## src/rtl/cpu_pkg.sv

```systemverilog
// cpu_pkg: shared control-bit indices and legal byte-mask encodings for the CPU pipeline.
package cpu_pkg;
  localparam int CTRL_JUMP = 0;
  localparam int CTRL_BRANCH_EQ = 1;
  localparam int CTRL_BRANCH_LT = 2;
  localparam int CTRL_MEM_READ = 3;
  localparam int CTRL_MEM_WRITE = 4;
  localparam int CTRL_MEM_TO_REG = 5;
  localparam int CTRL_REG_WRITE = 6;
  localparam int CTRL_IS_UINST = 7;
  localparam logic [3:0] MASK_WORD = 4'b1111;
  localparam logic [3:0] MASK_HALF_HI = 4'b1100;
  localparam logic [3:0] MASK_HALF_MID = 4'b0110;
  localparam logic [3:0] MASK_HALF_LO = 4'b0011;
  localparam logic [3:0] MASK_BYTE3 = 4'b1000;
  localparam logic [3:0] MASK_BYTE2 = 4'b0100;
  localparam logic [3:0] MASK_BYTE1 = 4'b0010;
  localparam logic [3:0] MASK_BYTE0 = 4'b0001;
  function automatic logic mask_legal(input logic [3:0] m);
    return m inside {MASK_WORD, MASK_HALF_HI, MASK_HALF_MID, MASK_HALF_LO,
                     MASK_BYTE3, MASK_BYTE2, MASK_BYTE1, MASK_BYTE0};
  endfunction
endpackage

```

## src/rtl/ex_mem_pipe_slot.sv

```systemverilog
// pipe_slot: one payload register with valid bit; data only loads when a valid entry is written.
module pipe_slot #(
  parameter int W = 148
) (
  input  logic         clk,
  input  logic         rst_n,
  input  logic         en,
  input  logic         v_in,
  input  logic [W-1:0] d,
  output logic         valid,
  output logic [W-1:0] q
);
  always_ff @(posedge clk or negedge rst_n)
    if (!rst_n) begin
      valid <= 1'b0;
      q <= '0;
    end else if (en) begin
      valid <= v_in;
      if (v_in) q <= d;
    end
endmodule

```

## src/rtl/ex_mem_pipe.sv

```systemverilog
// ex_mem_pipe: EX->MEM valid/ready pipeline register with alignment check.
// Define EX_MEM_SKID_EN to add a one-entry skid buffer with a registered o_ready.
module ex_mem_pipe
  import cpu_pkg::*;
#(
  parameter int XLEN = 32
) (
  input  logic            i_clk,
  input  logic            i_rst_n,
  input  logic            i_valid,
  output logic            o_ready,
  input  logic            i_flush,
  input  logic [XLEN-1:0] i_result,
  input  logic [XLEN-1:0] i_reg2,
  input  logic [XLEN-1:0] i_target,
  input  logic [XLEN-1:0] i_pc,
  input  logic            i_eq,
  input  logic            i_slt,
  input  logic            i_unsigned,
  input  logic [3:0]      i_mask,
  input  logic [4:0]      i_rd_waddr,
  input  logic [XLEN-1:0] i_uimm,
  input  logic [7:0]      i_ctrl,
  output logic [XLEN-1:0] o_result,
  output logic [XLEN-1:0] o_reg2,
  output logic [XLEN-1:0] o_target,
  output logic [XLEN-1:0] o_pc,
  output logic            o_eq,
  output logic            o_slt,
  output logic            o_unsigned,
  output logic [3:0]      o_mask,
  output logic [4:0]      o_rd_waddr,
  output logic [XLEN-1:0] o_uimm,
  output logic [7:0]      o_ctrl,
  output logic            o_valid,
  input  logic            i_ready,
  output logic            o_misalign
);
  localparam int W = 5 * XLEN + 20;
  logic [W-1:0] d_in, out_q;
  logic [7:0] ctrl_q;
  logic acc, mem, bad;
  assign d_in = {i_result, i_reg2, i_target, i_pc, i_eq, i_slt, i_unsigned,
                 i_mask, i_rd_waddr, i_uimm, i_ctrl};
  assign {o_result, o_reg2, o_target, o_pc, o_eq, o_slt, o_unsigned,
          o_mask, o_rd_waddr, o_uimm, ctrl_q} = out_q;
  assign acc = i_valid & o_ready;
`ifdef EX_MEM_SKID_EN
  logic skid_valid, drain;
  logic [W-1:0] skid_q;
  assign o_ready = !skid_valid;
  assign drain = !o_valid | i_ready;
  pipe_slot #(.W(W)) u_out (
    .clk(i_clk), .rst_n(i_rst_n), .en(i_flush | drain),
    .v_in(!i_flush & (skid_valid | acc)), .d(skid_valid ? skid_q : d_in),
    .valid(o_valid), .q(out_q)
  );
  // parks only while stalled; promoted to the output slot as soon as it drains
  pipe_slot #(.W(W)) u_skid (
    .clk(i_clk), .rst_n(i_rst_n), .en(i_flush | (skid_valid ? drain : acc & !drain)),
    .v_in(!i_flush & !skid_valid), .d(d_in),
    .valid(skid_valid), .q(skid_q)
  );
`else
  assign o_ready = !o_valid | i_ready;
  pipe_slot #(.W(W)) u_out (
    .clk(i_clk), .rst_n(i_rst_n), .en(i_flush | o_ready),
    .v_in(!i_flush & acc), .d(d_in),
    .valid(o_valid), .q(out_q)
  );
`endif
  assign o_ctrl = o_valid ? ctrl_q : 8'h00;
  assign mem = ctrl_q[CTRL_MEM_READ] | ctrl_q[CTRL_MEM_WRITE];
  assign bad = !mask_legal(o_mask)
             | (o_mask == MASK_WORD && o_result[1:0] != 2'b00)
             | ((o_mask == MASK_HALF_LO || o_mask == MASK_HALF_HI) && o_result[0]);
  assign o_misalign = o_valid & mem & bad;
endmodule

```

## config.mk

```make
export PLATFORM = sky130hd
export DESIGN_NAME = ex_mem_pipe
export DESIGN_NICKNAME = d
export VERILOG_FILES = /design/src/rtl/cpu_pkg.sv /design/src/rtl/ex_mem_pipe_slot.sv /design/src/rtl/ex_mem_pipe.sv
export SDC_FILE = /design/constraint.sdc
export NUM_CORES = 1
export LEC_CHECK = 0
export CELL_PAD_IN_SITES_DETAIL_PLACEMENT = 0
export CELL_PAD_IN_SITES_GLOBAL_PLACEMENT = 1
export CORE_MARGIN = 2
export CORE_UTILIZATION = 33
export DETAILED_ROUTE_END_ITERATION = 8
export GPL_TIMING_DRIVEN = 0
export PLACE_DENSITY = 0.89
export RECOVER_POWER = 50
export SYNTH_ARGS = -nofsm -noshare
export SYNTH_HDL_FRONTEND = slang
export SYNTH_HIERARCHICAL = 1
export SYNTH_SLANG_ARGS = --single-unit
export TNS_END_PERCENT = 10
```

## constraint.sdc

```tcl
create_clock -name i_clk -period 4 [get_ports i_clk]
set_input_delay 0.6 -clock i_clk [delete_from_list [all_inputs] [get_ports i_clk]]
set_output_delay 0.6 -clock i_clk [all_outputs]
set_load 0.01 [all_outputs]
```

==> impl_metrics.tcl, run 1 <==
set metrics [dict create \
    status "finished, violations left" \
    violations "max-capacitance violations, max-slew violations" \
    syn_avg_cell_area_um2 17.0 \
    first_pass_iters 4 \
    start_util_pct 33.8 \
    antenna_left 0 \
    drive_above_1_share_pct 18.0 \
    totalWireLength_mm 18.3 \
    antenna_cells 0 \
    ioPinCount 368 \
    slowest_stage "clkdlybuf4s50_1" \
    cpPeakStageDelay_ns 0.64 \
    cap_violations 1 \
    drt-initial-drc-count 103 \
    synth_fa_ha_area_share_pct 0 \
    drc 0 \
    nets 975 \
    crit_path_max_fanout 8 \
    cts_inserted_buffers 17 \
    hold_path.class "flip-flop to flip-flop" \
    ys_warn_count 6 \
    grt_antenna_before_repair 0 \
    via_per_inst 4.48 \
    synthArstFlopShare_pct 100 \
    grt_max_degree 93 \
    synth_edf_count 0 \
    synth_compound_area_share_pct 0.584 \
    synth_top_family_by_area "multiplexers" \
    arrival_ns 2.14 \
    cts_buffer_depth 2 \
    area_growth_syn_to_layout_pct 67.7 \
    yosysUniqueCellTypes 19 \
    routedWlPerCell_um 17.1 \
    synth_cells 403 \
    synth_area_leaders "dfrtp_1 (66%), mux2_2 (15%), mux2_1 (15%)" \
    synth.most_common_cell "dfrtp_1" \
    finalHoldViolCount 0 \
    p_leak_nw 4.78 \
    fin_ws_ns 1.26 \
    critPathLaunch "u_out/q[47]$_DFFE_PN0P_" \
    switching_share_pct 25.8 \
    ys.flop_type "dfrtp_1" \
    fmax_mhz 364 \
    max_slew.worst_pin.slew_ns 2.30 \
    netlist_area_mm2 0.00686 \
    grt_pass1_wl_mm 28.0 \
    clkSinkCount 181 \
    clkPwrFrac_pct 31.8 \
    peakVddDrop_mv 0.278 \
    cp_cell_sequence "nand4b_1 > o32ai_1 > a2111oi_1 > clkdlybuf4s50_1" \
    cts_resized 0 \
    ctsHoldBuffers 0 \
    synthDominantCellAreaShare_pct 66.0 \
    whs_ns 0.483 \
    power_frac_seq_pct 42.5 \
    routabilityCongestion 0.753 \
    synth_seq_area_share_pct 66.0 \
    overflow 0 \
    clkTransAtPathRegs_ns 0.07 \
    fin_crit_sh_pct 68.6 \
    cts_tree "built" \
    r2r_start "u_out/valid$_DFFE_PN0P_" \
    ys_seq_elements 181 \
    min_from "u_out/q[126]$_DFFE_PN0P_" \
    yosys.area_share.simple_pct 1.50 \
    yosys-top-cells-count "dfrtp_1 (181), mux2_2 (91), mux2_1 (89), buf_6 (10), buf_2 (9)" \
    core_area_mm2 0.0203 \
    maxSlewViolCount 90 \
    min_period_ns 2.74 \
    crit_type "flip-flop to output pin" \
    grt_pass1_vias 5044 \
    setup_viol 0 \
    dpl.hpwl_mm 14.0 \
    clock_skew_ns 0.00989 \
    combPwrFrac_pct 25.8 \
    worstPathRequired_ns 3.40 \
    grt_util_all_layers_pct 16.7 \
    power_density_mw_per_mm2 476 \
    die-area_mm2 0.0220 \
    critPathCaptureType "output pin" \
    critPathLaunchType "flip-flop" \
    p_int_w 0.00407 \
    vias 4801 \
    cts_setup_buffers 0 \
    die_x_um 148 \
    root_buffer "clkbuf_16" \
    synth.net_count 588 \
    cts.htree.levels 4 \
    rsz0062_at_grt "no" \
    slew_headroom_pct -53.1 \
    synth_mux_area_share_pct 29.5 \
    yosysTopAreaCell "dfrtp_1" \
    synthXorXnorAreaFrac_pct 0 \
    die_h_um 148 \
    p_switching_w 0.00141 \
    worstSkewPairLatency_ns 0.42 \
    rows 52 \
    place_ws_ns 1.34 \
    portBuffers 367 \
]
## placed cells by master, fill, tap and decap left out
| cell type | n |
|---|---|
| a2111oi_0 | 1 |
| a2111oi_1 | 1 |
| and2_1 | 8 |
| and3b_1 | 1 |
| buf_16 | 1 |
| buf_2 | 9 |
| buf_6 | 10 |
| bufinv_16 | 3 |
| clkbuf_1 | 1 |
| clkbuf_16 | 17 |
| clkbuf_2 | 1 |
| clkbuf_8 | 1 |
| clkdlybuf4s50_1 | 275 |
| clkinv_4 | 3 |
| clkinvlp_4 | 2 |
| dfrtp_1 | 181 |
| dlygate4sd3_1 | 91 |
| inv_1 | 1 |
| inv_6 | 4 |
| mux2_1 | 89 |
| mux2_2 | 91 |
| nand2_2 | 1 |
| nand2b_1 | 1 |
| nand4b_1 | 1 |
| nor2_1 | 3 |
| nor3_1 | 1 |
| o21a_1 | 1 |
| o21ai_0 | 1 |
| o32ai_1 | 1 |
| or2_2 | 1 |
## worst max-delay path: cells and delay by family (launching register included)
family | cells | cell delay [ns]
buffers and inverters | 1 | 0.64
AOI/OAI and AO/OA | 2 | 0.49
DFF | 1 | 0.47
and+or+nand+nor | 1 | 0.14
## path summary, 6_finish.rpt
kind                                                  to  depth (start not counted)  slack, ns
max in group asynchronous         u_out/q[6]$_DFFE_PN0P_                          1       1.78
worst min register to register  u_out/q[126]$_DFFE_PN0P_                          1       0.48
worst max register to register  u_out/q[170]$_DFFE_PN0P_                          6       1.89
worst min-delay path            u_out/q[126]$_DFFE_PN0P_                          1       0.48
min in group asynchronous       u_out/q[161]$_DFFE_PN0P_                          1       0.83
worst max-delay path                          o_misalign                          4       1.26
## layout make-up
cell class	count	area, µm²
flip-flops and latches	181	4530
plain buffers	19	158
inverters	1	3.75
repair buffers	368	3700
clock buffers	19	443
well taps	270	338
clock inverters	12	166
fillers	1681	8800
multi-input cells	202	2170
## kinds of logic after synthesis
family,count (synthesis)
mux,180
flops,181
compound gates,5
buf+inv,20
simple gates,17
## power by group through the flow
stage,clock network [W],logic (W),registers (W)
6_report,0.00174,0.00141,0.00233
5_1_grt,0.00189,0.00151,0.00237
4_1_cts,0.00179,0.00150,0.00234
3_5_place_dp,0,0.00150,0.00238
3_3_place_gp,0,0.00148,0.00236
2_1_floorplan,0,0.000348,0.00252
## metrics by stage
stage               cell area (µm²)  utilization [%]  setup TNS, ns  power (W)  std cells
floorplan                      6860                -              0    0.00286        403
global placement              10900             53.6        -982.46    0.00384       1040
detailed placement            10900             53.7              0    0.00387       1041
CTS                           11500             56.7              0    0.00564       1072
global route                  11500             56.7              0    0.00577       1072
finish                        11500             56.7              0    0.00548       1072
## per-layer routing
metal  GRT usage [%]  part of all wire (%)  vias to the layer above  wire, µm
li1                -                     -                     2208         -
met1            19.2                    39                     2355      7090
met2            28.6                    50                      222      9230
met3            6.78                   9.3                       16      1690
met4            4.86                   1.4                        0       265
met5               0                     0                        -         0
## state kept, by name, indices dropped and copies added (netlist names)
signal and flops:
u_out/valid 1, u_out/q 180
Power figures use the tool's default switching activity.
==> run 2, diff against run 1 <==
CORE_UTILIZATION = 31   (was 33)
PLACE_DENSITY = 0.84   (was 0.89)
clock period = 2.6 ns   (was 4 ns; I/O delays follow)
==> impl_metrics.tcl, run 2 (synthesized netlist as in run 1, its figures left out) <==
set metrics [dict create \
    crit_path_max_fanout 8 \
    overflow 0 \
    first_pass_iters 4 \
    grt_util_all_layers_pct 16.6 \
    clkTransAtPathRegs_ns 0.07 \
    gr-max-usage-layer "met2" \
    p_leak_nw 4.81 \
    rows 54 \
    hold_end "u_out/q[134]$_DFFE_PN0P_" \
    final_cell_mix "clkdlybuf4s50_1 (274), dfrtp_1 (180), dlygate4sd3_1 (92)" \
    critPathLaunch "u_out/q[47]$_DFFE_PN0P_" \
    r2r_start "u_out/valid$_DFFE_PN0P_" \
    power_density_mw_per_mm2 740 \
    setup_viol 0 \
    final_cells 1082 \
    core_area_mm2 0.0218 \
    rsz0062_at_grt "no" \
    routabilityCongestion 0.733 \
    via_per_inst 4.48 \
    worstSkewPairLatency_ns 0.41 \
    cts_tree "built" \
    cts.htree.levels 4 \
    dpl.cell_count 1051 \
    finalHoldViolCount 0 \
    maxSlewViolCount 0 \
    grt_antenna_before_repair 0 \
    drc 0 \
    die_h_um 153 \
    crit_type "flip-flop to output pin" \
    clkSinkCount 181 \
    arrival_ns 1.73 \
    root_buffer "clkbuf_16" \
    portBuffers 367 \
    grtUsageMet3_pct 6.37 \
    grt_max_degree 105 \
    fin_setup_tns_ns 0 \
    cap_violations 0 \
    largestRegisters "u_out/q: 180 flops, u_out/valid: 1 flops" \
    min_period_ns 2.12 \
    nets 976 \
    grt_pass1_wl_mm 30.5 \
    totalWireLength_mm 18.9 \
    min_path_cells 1 \
    peakVddDrop_mv 0.358 \
    area_growth_syn_to_layout_pct 68.3 \
    slew_headroom_pct 23.9 \
    clock_skew_ns 0.00721 \
    start_util_pct 31.5 \
    critPathLaunchType "flip-flop" \
    timing.rr.end "u_out/q[125]$_DFFE_PN0P_" \
    met1_usage_pct 19.0 \
    vias 4845 \
    drive_above_1_share_pct 18.0 \
    layout_commonest_cell "clkdlybuf4s50_1" \
    r2r_slack_ns 0.57 \
    largest_reg_flops 180 \
    cts_buffer_depth 2 \
    grt_use_met2_pct 29.0 \
    antenna_left 0 \
    hold_path.class "flip-flop to flip-flop" \
    die-area_mm2 0.0233 \
    critPathCaptureType "output pin" \
    min_from "u_out/q[134]$_DFFE_PN0P_" \
    antenna_cells 0 \
    die_x_um 153 \
    dpl.hpwl_mm 14.4 \
    cts_inserted_buffers 17 \
    max_slew.worst_pin.slew_ns 1.14 \
    max_flop_register "u_out/q" \
    r2r_cells 6 \
    final_core_util_pct 53.1 \
    fmax_mhz 472 \
    fin_crit_sh_pct 81.6 \
    grt_pass1_vias 5419 \
    drt-initial-drc-count 179 \
    status "completed" \
    worstPathRequired_ns 2.21 \
    routedWlPerCell_um 17.4 \
    ioPinCount 368 \
]
## run 2: cell types whose count changed in the layout (fill, tap and decap cells not counted)
| cell | previous run | this run |
|---|---|---|
| clkbuf_2 | 1 | 0 |
| bufinv_16 | 3 | 4 |
| dlygate4sd3_1 | 91 | 92 |
| clkinv_4 | 3 | 1 |
| clkdlybuf4s50_1 | 275 | 274 |
| dlymetal6s2s_1 | 0 | 1 |
| clkbuf_8 | 1 | 0 |
| dfrtp_1 | 181 | 180 |
| inv_6 | 4 | 3 |
| clkbuf_4 | 0 | 1 |
| inv_8 | 0 | 2 |
| dfrtp_2 | 0 | 1 |
## run 2: per-layer routing
layer	vias to the layer above	share of wire, %
li1	2200	-
met1	2406	39
met2	223	51
met3	16	8.5
met4	0	1.2
met5	-	0
## run 2: worst max-delay path, stage by stage, from the launching register on
cell	delay [ns]
dfrtp_1	0.45
nand4b_1	0.13
o32ai_1	0.07
a2111oi_1	0.41
dlymetal6s2s_1	0.26
## run 2: layout make-up
class,instances,area [µm²]
Timing Repair Buffer,369,3710
Clock inverter,12,193
Multi-Input combinational cell,202,2170
Fill cell,1872,10200
Sequential cell,181,4530
Clock buffer,18,429
Inverter,1,3.75
Tap cell,280,350
Buffer,19,158
## run 2: stage by stage
| step | hold WS [ns] | power (W) | cell area [µm²] | worst slack (ns) |
|---|---|---|---|---|
| 2_1_floorplan | 0.0944 | 0.00441 | 6860 | 0.800 |
| 3_3_place_gp | 0.473 | 0.00592 | 10900 | -6.74 |
| 3_5_place_dp | 0.408 | 0.00597 | 10900 | 0.157 |
| 4_1_cts | 0.495 | 0.00880 | 11500 | 0.0470 |
| 5_1_grt | 0.499 | 0.00897 | 11500 | 0.327 |
| 6_report | 0.486 | 0.00854 | 11500 | 0.479 |
## run 2: worst max path at each step
stage	endpoint	slack, ns	cells past startpoint
floorplan	u_out/q[148]$_DFFE_PN0P_	0.80	6
global placement	u_out/q[42]$_DFFE_PN0P_	-6.74	1
detailed placement	u_out/q[154]$_DFFE_PN0P_	0.16	7
CTS	o_misalign	0.05	4
global route	o_misalign	0.33	4
finish	o_misalign	0.48	4
## run 2: timing repair
item                                    CTS  global route
resized for setup                         1             1
hold buffers                              1             0
endpoints found under the hold margin    77             0
gates cloned                              0             0
endpoints found under the setup margin    1             1
setup buffers                             0             0
## run 2: where the power goes
group,switching (W),leakage [nW],internal [W]
logic,0.000810,2.39,0.00137
clock network,0.00114,0.297,0.00163
registers,0.000256,2.13,0.00333
==> run 3, diff against run 2 <==
CORE_UTILIZATION = 28   (was 31)
PLACE_DENSITY = 0.81   (was 0.84)
clock period = 1.7 ns   (was 2.6 ns; I/O delays follow)
==> impl_metrics.tcl, run 3 (synthesized netlist as in run 1, its figures left out) <==
set metrics [dict create \
    largest_reg_flops 180 \
    grt_antenna_before_repair 0 \
    cts_inserted_buffers 17 \
    peakVddDrop_mv 0.516 \
    final_cells 1138 \
    fin_setup_tns_ns -4.95 \
    final_cell_mix "clkdlybuf4s50_1 (350), dfrtp_1 (179), mux2_4 (107)" \
    root_buffer "clkbuf_16" \
    crit_type "flip-flop to output pin" \
    whs_ns 0.433 \
    rsz0062_at_grt "yes" \
    maxSlewViolCount 0 \
    vias 4918 \
    setup_viol 59 \
    arrival_ns 1.58 \
    grt_max_degree 93 \
    layout_commonest_cell "clkdlybuf4s50_1" \
    fin_ws_ns -0.132 \
    area_growth_syn_to_layout_pct 80.0 \
    critPathLaunchType "flip-flop" \
    antenna_left 0 \
    start_util_pct 28.4 \
    p_leak_nw 5.49 \
    min_period_ns 1.83 \
    rows 57 \
    critPathCaptureType "output pin" \
    worstPathRequired_ns 1.44 \
    via_per_inst 4.32 \
    crit_path_max_fanout 4 \
    grt_pass1_wl_mm 30.4 \
    worstSkewPairLatency_ns 0.42 \
    die_h_um 161 \
    overflow 0 \
    clkSinkCount 181 \
    fin_crit_sh_pct 108 \
    cts.htree.levels 4 \
    fmax_mhz 546 \
    status "finished, violations left" \
    first_pass_iters 4 \
    die-area_mm2 0.0258 \
    finalHoldViolCount 0 \
    max_slew.worst_pin.slew_ns 0.703 \
    ioPinCount 368 \
    totalWireLength_mm 20.6 \
    dpl.cell_count 1095 \
    dpl.hpwl_mm 14.4 \
    cts_tree "built" \
    place_ws_ns -0.571 \
    largestRegisters "u_out/q: 180 flops, u_out/valid: 1 flops" \
    cts_buffer_depth 2 \
    drive_above_1_share_pct 30.6 \
    slew_headroom_pct 53.1 \
    nets 986 \
    power_density_mw_per_mm2 1090 \
    grt_pass1_vias 5323 \
    clock_skew_ns 0.0104 \
    clkTransAtPathRegs_ns 0.07 \
    drt-initial-drc-count 205 \
    grt_util_all_layers_pct 15.3 \
    postPlaceCellArea_mm2 0.0110 \
    final_cell_area_mm2 0.0123 \
    drc 0 \
    routedWlPerCell_um 18.1 \
    portBuffers 367 \
    antenna_cells 0 \
    routabilityCongestion 0.751 \
    max_flop_register "u_out/q" \
    cap_violations 0 \
    core_area_mm2 0.0242 \
    violations "negative setup slack" \
    die_x_um 161 \
    hold_path.class "input pin to flip-flop" \
]
-- run 3: changes by cell type in the layout (fill, tap and decap cells not counted), moves of 3 or more --
cell	change
dlygate4sd3_1	-91
mux2_4	+107
buf_2	-8
bufinv_16	-4
clkdlybuf4s15_1	+5
dlygate4sd2_1	+9
buf_8	+3
mux2_2	-22
mux2_1	-85
buf_12	+20
clkdlybuf4s50_1	+76
buf_6	-7
clkinv_4	+3
-- run 3: worst paths after layout --
path                                          start                        to  slack, ns  cells after the start
max                         u_out/valid$_DFFE_PN0P_                o_misalign      -0.13                      4
min                                       i_reg2[5]  u_out/q[121]$_DFFE_PN0P_       0.43                      2
max reg2reg                 u_out/valid$_DFFE_PN0P_  u_out/q[148]$_DFFE_PN0P_      -0.11                      8
min reg2reg                u_out/q[127]$_DFFE_PN0P_  u_out/q[127]$_DFFE_PN0P_       0.49                      1
max in group asynchronous                   i_rst_n   u_out/valid$_DFFE_PN0P_       0.27                      3
min in group asynchronous                   i_rst_n  u_out/q[122]$_DFFE_PN0P_       0.44                      2
-- run 3: cell type report --
type                       instances  area [µm²]
buffer                            19         370
multi-input combinational        202        2610
inverter                           1        3.75
fill                            2081       11800
timing repair buffer             379        3850
sequential                       181        4530
tap                              324         405
clock buffer                      20         457
clock inverter                    12         114
-- run 3: routing by layer --
layer | track usage [%] | part of all wire, % | vias to the layer above
li1 | - | - | 2221
met1 | 17.9 | 42 | 2450
met2 | 26.3 | 49 | 234
met3 | 5.53 | 8.2 | 13
met4 | 4.46 | 1.1 | 0
met5 | 0 | 0 | -
-- run 3: repair_timing --
item                                    CTS  global route
hold buffers                              1             0
cloned                                    1             2
pin swaps                                 4             2
endpoints found under the setup margin  197           183
hold endpoints to repair                 91             0
buffers inserted                          7             0
resized for setup                        50           158
-- run 3: critical path, cell delays in order, from the launching register on --
cell,delay [ns]
dfrtp_2,0.40
and2_1,0.18
nor2_1,0.07
a2111oi_2,0.31
buf_2,0.20
-- run 3: per-stage QoR --
stage,power (W),utilization [%]
final,0.0134,51.1
after global routing,0.0141,51.1
after CTS,0.0131,48.5
after detailed placement,0.00913,45.4
after global placement,0.00906,45.3
after floorplan,0.00674,-
-- run 3: where the power goes --
group | internal [W] | switching (W)
Combinational | 0.00270 | 0.00134
Sequential | 0.00509 | 0.000442
Clock | 0.00202 | 0.00184
